**src/rtl/debounce_bank_if.sv**
```systemverilog
// Front-panel debouncer bundle: raw pins in, clean levels and event pulses out.
// slave side is the debouncer, master side is the consumer/driver of pins.
interface debounce_bank_if #(
  parameter int N = 4
);
  logic [N-1:0] in;
  logic [N-1:0] steady;
  logic [N-1:0] rise;
  logic [N-1:0] fall;
  logic [N-1:0] long;
  logic [N-1:0] rpt;
  logic         any_evt;

  modport master (
    output in,
    input  steady, rise, fall, long, rpt, any_evt
  );

  modport slave (
    input  in,
    output steady, rise, fall, long, rpt, any_evt
  );
endinterface

```
**src/rtl/debounce_bank.sv**
```systemverilog
// N-channel key/coin debouncer: synchroniser, stability count, edge pulses,
// long-press and auto-repeat; every channel is independent.
module debounce_bank #(
  parameter int           N             = 4,
  parameter int           CNT_W         = 25,
  parameter int           LIMIT         = 1500000,
  parameter int           HOLD_W        = 32,
  parameter int           HOLD_CYCLES   = 50000000,
  parameter int           REPEAT_CYCLES = 10000000,
  parameter logic [N-1:0] INVERT        = '0,
  parameter logic [N-1:0] RESET_VAL     = '0
) (
  input logic           clk,
  input logic           reset,
  debounce_bank_if.slave bus
);

  localparam logic [CNT_W-1:0]  LIM =
    CNT_W'(LIMIT);
  localparam logic [HOLD_W-1:0] HLD =
    HOLD_W'(HOLD_CYCLES);
  localparam logic [HOLD_W-1:0] TOP =
    HOLD_W'(HOLD_CYCLES + REPEAT_CYCLES);
  localparam logic [HOLD_W-1:0] RLD =
    HOLD_W'(HOLD_CYCLES + 1);
  localparam bit RPT_EN = REPEAT_CYCLES > 0;

  logic [N-1:0] sync1, sync2, old, steady;
  logic [N-1:0] rise, fall, long, rpt;
  logic         any_evt;
  logic [CNT_W-1:0]  cnt  [N];
  logic [HOLD_W-1:0] hcnt [N];

  logic [N-1:0] old_n, steady_n;
  logic [N-1:0] rise_n, fall_n, long_n, rpt_n;
  logic [CNT_W-1:0]  cnt_n  [N];
  logic [HOLD_W-1:0] hcnt_n [N];

  always_comb begin
    old_n    = old;
    steady_n = steady;
    rise_n   = '0;
    fall_n   = '0;
    long_n   = '0;
    rpt_n    = '0;
    for (int i = 0; i < N; i++) begin
      cnt_n[i]  = cnt[i];
      hcnt_n[i] = hcnt[i];
      if (sync2[i] != old[i]) begin
        old_n[i] = sync2[i];
        cnt_n[i] = '0;
      end else if (cnt[i] == LIM) begin
        if (steady[i] != old[i]) begin
          steady_n[i] = old[i];
          rise_n[i]   = old[i];
          fall_n[i]   = ~old[i];
        end
      end else begin
        cnt_n[i] = cnt[i] + 1'b1;
      end
      // repeat period comes from reloading just past the long-press mark
      if (!steady_n[i] || rise_n[i])
        hcnt_n[i] = '0;
      else if (hcnt[i] == TOP)
        hcnt_n[i] = RPT_EN ? RLD : TOP;
      else
        hcnt_n[i] = hcnt[i] + 1'b1;
      long_n[i] = (hcnt_n[i] == HLD) &&
                  (hcnt[i] != HLD);
      rpt_n[i]  = RPT_EN &&
                  (hcnt_n[i] == TOP);
    end
  end

  always_ff @(posedge clk) begin
    if (reset) begin
      sync1   <= RESET_VAL;
      sync2   <= RESET_VAL;
      old     <= RESET_VAL;
      steady  <= RESET_VAL;
      rise    <= '0;
      fall    <= '0;
      long    <= '0;
      rpt     <= '0;
      any_evt <= 1'b0;
      for (int i = 0; i < N; i++) begin
        cnt[i]  <= '0;
        hcnt[i] <= '0;
      end
    end else begin
      sync1   <= bus.in ^ INVERT;
      sync2   <= sync1;
      old     <= old_n;
      steady  <= steady_n;
      rise    <= rise_n;
      fall    <= fall_n;
      long    <= long_n;
      rpt     <= rpt_n;
      any_evt <= |(rise_n | long_n | rpt_n);
      for (int i = 0; i < N; i++) begin
        cnt[i]  <= cnt_n[i];
        hcnt[i] <= hcnt_n[i];
      end
    end
  end

  assign bus.steady  = steady;
  assign bus.rise    = rise;
  assign bus.fall    = fall;
  assign bus.long    = long;
  assign bus.rpt     = rpt;
  assign bus.any_evt = any_evt;

endmodule

```
**src/flat_wrapper.sv**
```systemverilog
// flat-port wrapper written by rule: the top's interface ports become plain ports
module debounce_bank_flat 
#(
  parameter int           N             = 4,
  parameter int           CNT_W         = 25,
  parameter int           LIMIT         = 1500000,
  parameter int           HOLD_W        = 32,
  parameter int           HOLD_CYCLES   = 50000000,
  parameter int           REPEAT_CYCLES = 10000000,
  parameter logic [N-1:0] INVERT        = '0,
  parameter logic [N-1:0] RESET_VAL     = '0
)
  (clk, reset, bus_in, bus_steady, bus_rise, bus_fall, bus_long, bus_rpt, bus_any_evt);
  debounce_bank_if #(.N(N)) bus_i ();
  input logic clk;
  input logic reset;
  input wire logic [$bits(bus_i.in)-1:0] bus_in;
  output wire logic [$bits(bus_i.steady)-1:0] bus_steady;
  output wire logic [$bits(bus_i.rise)-1:0] bus_rise;
  output wire logic [$bits(bus_i.fall)-1:0] bus_fall;
  output wire logic [$bits(bus_i.long)-1:0] bus_long;
  output wire logic [$bits(bus_i.rpt)-1:0] bus_rpt;
  output wire logic [$bits(bus_i.any_evt)-1:0] bus_any_evt;
  assign bus_i.in = bus_in;
  assign bus_steady = bus_i.steady;
  assign bus_rise = bus_i.rise;
  assign bus_fall = bus_i.fall;
  assign bus_long = bus_i.long;
  assign bus_rpt = bus_i.rpt;
  assign bus_any_evt = bus_i.any_evt;
  debounce_bank #(.N(N), .CNT_W(CNT_W), .LIMIT(LIMIT), .HOLD_W(HOLD_W), .HOLD_CYCLES(HOLD_CYCLES), .REPEAT_CYCLES(REPEAT_CYCLES), .INVERT(INVERT), .RESET_VAL(RESET_VAL)) u_core (.clk(clk), .reset(reset), .bus(bus_i));
endmodule
```
**config.mk**
```make
export PLATFORM = sky130hd
export DESIGN_NAME = debounce_bank_flat
export DESIGN_NICKNAME = d
export VERILOG_FILES = /design/src/rtl/debounce_bank_if.sv /design/src/rtl/debounce_bank.sv /design/src/flat_wrapper.sv
export SDC_FILE = /design/constraint.sdc
export NUM_CORES = 1
export LEC_CHECK = 0
export ABC_CLOCK_PERIOD_IN_PS = 3300
export CORE_MARGIN = 2
export CORE_UTILIZATION = 25
export DETAILED_ROUTE_END_ITERATION = 10
export GPL_TIMING_DRIVEN = 0
export SETUP_SLACK_MARGIN = 0.02
export SLEW_MARGIN = 25
export SYNTH_ARGS = -nofsm -noshare
export SYNTH_HDL_FRONTEND = slang
export SYNTH_SLANG_ARGS = --single-unit
export TNS_END_PERCENT = 1
```
**constraint.sdc**
```tcl
create_clock -name clk -period 3.3 [get_ports clk]
set_input_delay 0.66 -clock clk [delete_from_list [all_inputs] [get_ports clk]]
set_output_delay 0.66 -clock clk [all_outputs]
set_load 0.02 [all_outputs]
```
Word level (Yosys, flattened, before mapping)

Memory sizes are Yosys's and may differ from the RTL's.
Index checks and enable logic that the tools add are counted.

Word-level logic and storage cells: 143
Register bits: 33
Memories kept: 2
Memory bits (writable): 228
Input port bits: 6
Output and inout bits: 21

Bitwise logic cells: 22
$add $sub $neg: 8
Equality and inequality tests: 28
Muxes and demuxes: 51
Reduce and logical (&&, ||, !) cells: 17

Memory list:

| memory      | depth | bits a word | read ports | clocked after Yosys merged registers in | wr ports | RTL line            | source |
|---|---|---|---|---|---|---|---|
| u_core.hcnt | 4     | 32          | 4          | 0                                       | 4        | debounce_bank.sv:32 | `logic [HOLD_W-1:0] hcnt [N];` |
| u_core.cnt  | 4     | 25          | 4          | 0                                       | 4        | debounce_bank.sv:31 | `logic [CNT_W-1:0] cnt [N];` |

Operator list:

| kind                                                    | count |
|---|---|
| equality test 32 x 26 -> 1 bit, second input constant   | 12 |
| 2-to-1 mux 32 bit                                       | 12 |
| 2-to-1 mux 25 bit                                       | 12 |
| adder 32 x 1 -> 32 bit, second input constant           | 4 |
| inequality test 32 x 26 -> 1 bit, second input constant | 4 |
| adder 25 x 1 -> 25 bit, second input constant           | 4 |
| equality test 25 x 21 -> 1 bit, second input constant   | 4 |
| 2-to-1 mux 1 bit                                        | 27 |
| OR reduction 4 bit                                      | 5 |
| inverter 1 bit                                          | 12 |
| inequality test 1 bit                                   | 8 |
| bitwise OR 1 bit                                        | 8 |
| bitwise OR 4 bit                                        | 2 |
| logical AND 1 bit                                       | 4 |
| logical NOT 1 bit                                       | 4 |
| logical OR 1 bit                                        | 4 |

Logic depth before layout (Yosys ltp)

Depth in word-level cells: 12
Mapped depth: 12
Gate-level depth less buffers: 11

Least setup slack after synthesis

OpenSTA, ideal clock, no wires.

Path type: register to register
Start point: mem u_core.hcnt[2][1]
End point: reg u_core.any_evt (netlist: u_core.bus.any_evt)
Stages on the path, launching flop included: 11
Slack: 0.458 ns
Period minus slack after synthesis: 2.842 ns
Arrival time: 2.765 ns
Library setup time: 0.077 ns
Required time: 3.223 ns
Buffers on the path: 0
Cells stage by stage: dfxtp_1 ha_1 and4_1 nand4_2 nor3_1 xnor2_1 nand4_1 or4_1 a211o_1 a21o_1 a41oi_2

RTL lines:

| element              | RTL line            | source |
|---|---|---|
| from (decl)          | debounce_bank.sv:32 |  |
| to (signal assigned) | debounce_bank.sv:99 | `any_evt <= \|(rise_n \| long_n \| rpt_n);` |
| to (decl)            | debounce_bank.sv:30 | `logic any_evt;` |

==> flow_summary.toml <==
[run_status]
outcome = "completed"

[grt]
maximum_number_of_pins_on_one_net_before_global_route_repair = 14
gr-total-overflow = 0
grt_pass1_vias = 11400
grt_first_pass_wirelength_mm = 58.1
antenna_violations_before_repair = 0
grtUsageTotal = 0.121

[sta]
grt_setup_unrepaired = "true"
timing.final.crit_share = 0.965
drv_slew = 0
final.setup.worst_slack_ns = 0.116
slew_headroom = 0.486
max_freq_mhz = 314
worst_pin_slew_ns = 0.771
setup_violations = 0
hold_violations = 0
fin_tns_setup_ns = 0
clock-skew-final_ns = 0.0101
timing.hold.ws_ns = 0.442
min_period_ns = 3.18

[setup_path]
worst-endpoint-arrival_ns = 3.67
crit_required_ns = 3.78
setup.worst_path.start_class = "flip-flop"
critPathMaxFanout = 9
endpoint_kind = "flip-flop"
setup.worst_path.class = "flip-flop to flip-flop"

[synth]
post-synth-top-area-cell = "dfxtp_1"
synth.yosys.warnings = 0
synth-seq-cells = 261
post_synth_instance_area_um2 = 13800
proportion_of_synthesized_chip_area_in_sequential_cells = 0.379
asyncSetResetFlopFracSynth = 0
synth_cell_types = 75
synth_top_cells_by_area = "dfxtp_1, nor2_1, xor2_1, xnor2_1, nand3_1"
synth-edff-count = 0
synth_instances = 1696
yosys_most_used_dff = "dfxtp_1"
synth_fp_nets = 1722
netlist.area_leader.share = 0.379
avgSynthCellArea_um2 = 8.12

[routing]
ant_nets = 0
drt_wl_total_mm = 34.9
drt_first_iter_violations = 931
drt-pass1-iter-count = 6
wl_per_cell_um = 14.0
drcViolationCount = 0
post_drt_via_cell_ratio = 4.91
dr_total_vias = 12200

[clock_tree]
cts_tree = "done"
cts_root_buffer = "clkbuf_16"
deepest_clock_path_buffer_count = 3
cts.hold.buffers_added = 0
htree_num_levels = 1
clock_insertion_delay_worst_skew_ns = 0.56
cts_made_buffers = 29
clk_pin_slew_ns = 0.06
clock-sinks = 261

[place]
detailedPlacementHpwl_mm = 25.1
place_area_um2 = 14900
io_buffers = 26
routabilityCongestion = 0.895
place_worst_setup_slack_ns = -0.259

[min_path]
min-delay-path-class = "flip-flop to flip-flop"

[cells_and_area]
layout_common_cells = "nor2_1, dfxtp_1, nand2_1"
final_layout_size_suffix_gt1_frac = 0.0883
final_core_util = 0.294
final_net_count = 1782
post-route-cell-area_um2 = 16100
area_growth_pct = 17.0
antenna_cells = 0
commonest_non_fill_non_tap_cell_in_the_layout = "nor2_1"

[power]
sequentialPowerShare = 0.466
p_switching_mw = 1.46
power.share.switching = 0.213
clock_power_share = 0.517
power.ir.vdd_worst_mv = 0.328
pwr_density_cell_nw_per_um2 = 425
power_report.internal_total_mw = 5.39
cellLeakagePower_nw = 5.11
p_comb_frac = 0.017

[die]
core_area_um2 = 54800
fp-row-count = 86
die_area_um2 = 57000
dieHeight_um = 239
floorplan.initialDensity = 0.251
floorplan.io_pins = 27
die_w_um = 239

[run]
timing.max_cap.violations = 0
## flip-flops by register name, indices dropped and copies added, names as in the netlist
signal	count
u_core.hcnt	128
u_core.bus.any_evt	1
u_core.bus.steady	4
u_core.bus.long	4
u_core.bus.fall	4
u_core.bus.rpt	4
u_core.old	4
u_core.cnt	100
u_core.bus.rise	4
u_core.sync1	4
u_core.sync2	4
## path summary, 6_finish.rpt
| path | to | slack, ns | startpoint | cells past startpoint |
|---|---|---|---|---|
| setup / recovery | u_core.bus.any_evt | 0.12 | u_core.hcnt[2][0] | 10 |
| hold / removal | u_core.sync2[2] | 0.44 | u_core.sync1[2] | 1 |
| setup reg to reg | u_core.bus.any_evt | 0.12 | u_core.hcnt[2][0] | 10 |
| hold reg to reg | u_core.sync2[2] | 0.44 | u_core.sync1[2] | 1 |
## layer usage
layer / vias to the layer above / global-route usage / routed length [µm]
met2: 278 / 0.196 / 15700
li1: 6093 / - / -
met3: 66 / 0.0203 / 1740
met4: 0 / 0.0331 / 839
met5: - / 0 / 0
met1: 5739 / 0.166 / 16600
## area by class of cell
cell class / instances / area (µm²)
Timing Repair Buffer: 30 / 290
Sequential cell: 261 / 5230
Tap cell: 704 / 881
Multi-Input combinational cell: 1303 / 8100
Inverter: 48 / 180
Fill cell: 5768 / 38700
Clock inverter: 19 / 250
Buffer: 83 / 392
Clock buffer: 34 / 795
## cell usage after synthesis, drive strengths merged, types with 7 or more instances
master / number
nor3: 61
and4: 20
a21oi: 63
ha: 20
mux2: 7
or3: 40
or2: 8
nor4b: 20
nand2b: 15
xor2: 105
or4: 10
and2: 12
xnor2: 102
nand2: 124
clkbuf: 57
buf: 27
nand4: 73
dfxtp: 261
nand3: 108
nor4: 51
o21ai: 36
and3: 42
a31oi: 7
nor2: 263
inv: 48
mux2i: 9
nor2b: 24
## power by group through the flow
stage / Sequential, mW / Clock (mW) / Combinational [mW]
floorplan: 3.25 / 0 / 0.0779
global route: 3.19 / 3.78 / 0.135
CTS: 3.19 / 3.65 / 0.120
global placement: 3.26 / 0 / 0.115
finish: 3.19 / 3.54 / 0.117
detailed placement: 3.26 / 0 / 0.118
## stage by stage
step                      total power, mW  instances
after global routing                 7.11       2482
after floorplan                      3.33       1696
final                                6.85       2482
after global placement               3.37       2426
after detailed placement             3.38       2426
after CTS                            6.95       2479
## critical path: stages (launching register included)
cell and delay, ns:
dfxtp_1 0.46, ha_2 0.29, and4_1 0.32, nand4_4 0.25, nor3_4 0.32, xnor2_1 0.19
nand4_1 0.12, or4_1 0.40, a211o_1 0.32, a21o_1 0.23, a41oi_2 0.20
## kinds of logic after synthesis
group,count (synthesis),synth area share
compound gates,160,0.0720
fa+ha+maj,20,0.0182
simple gates,900,0.345
mux,16,0.0123
buf+inv,132,0.0412
flops,261,0.379
xor+xnor,207,0.132
## timing repair
| action | 4_1_cts | 5_1_grt |
|---|---|---|
| pin swaps | 1 | 4 |
| setup buffers | 0 | 4 |
| setup endpoints to repair | 25 | 49 |
| gates resized for setup | 9 | 26 |
(Power assumes the default switching activity.)
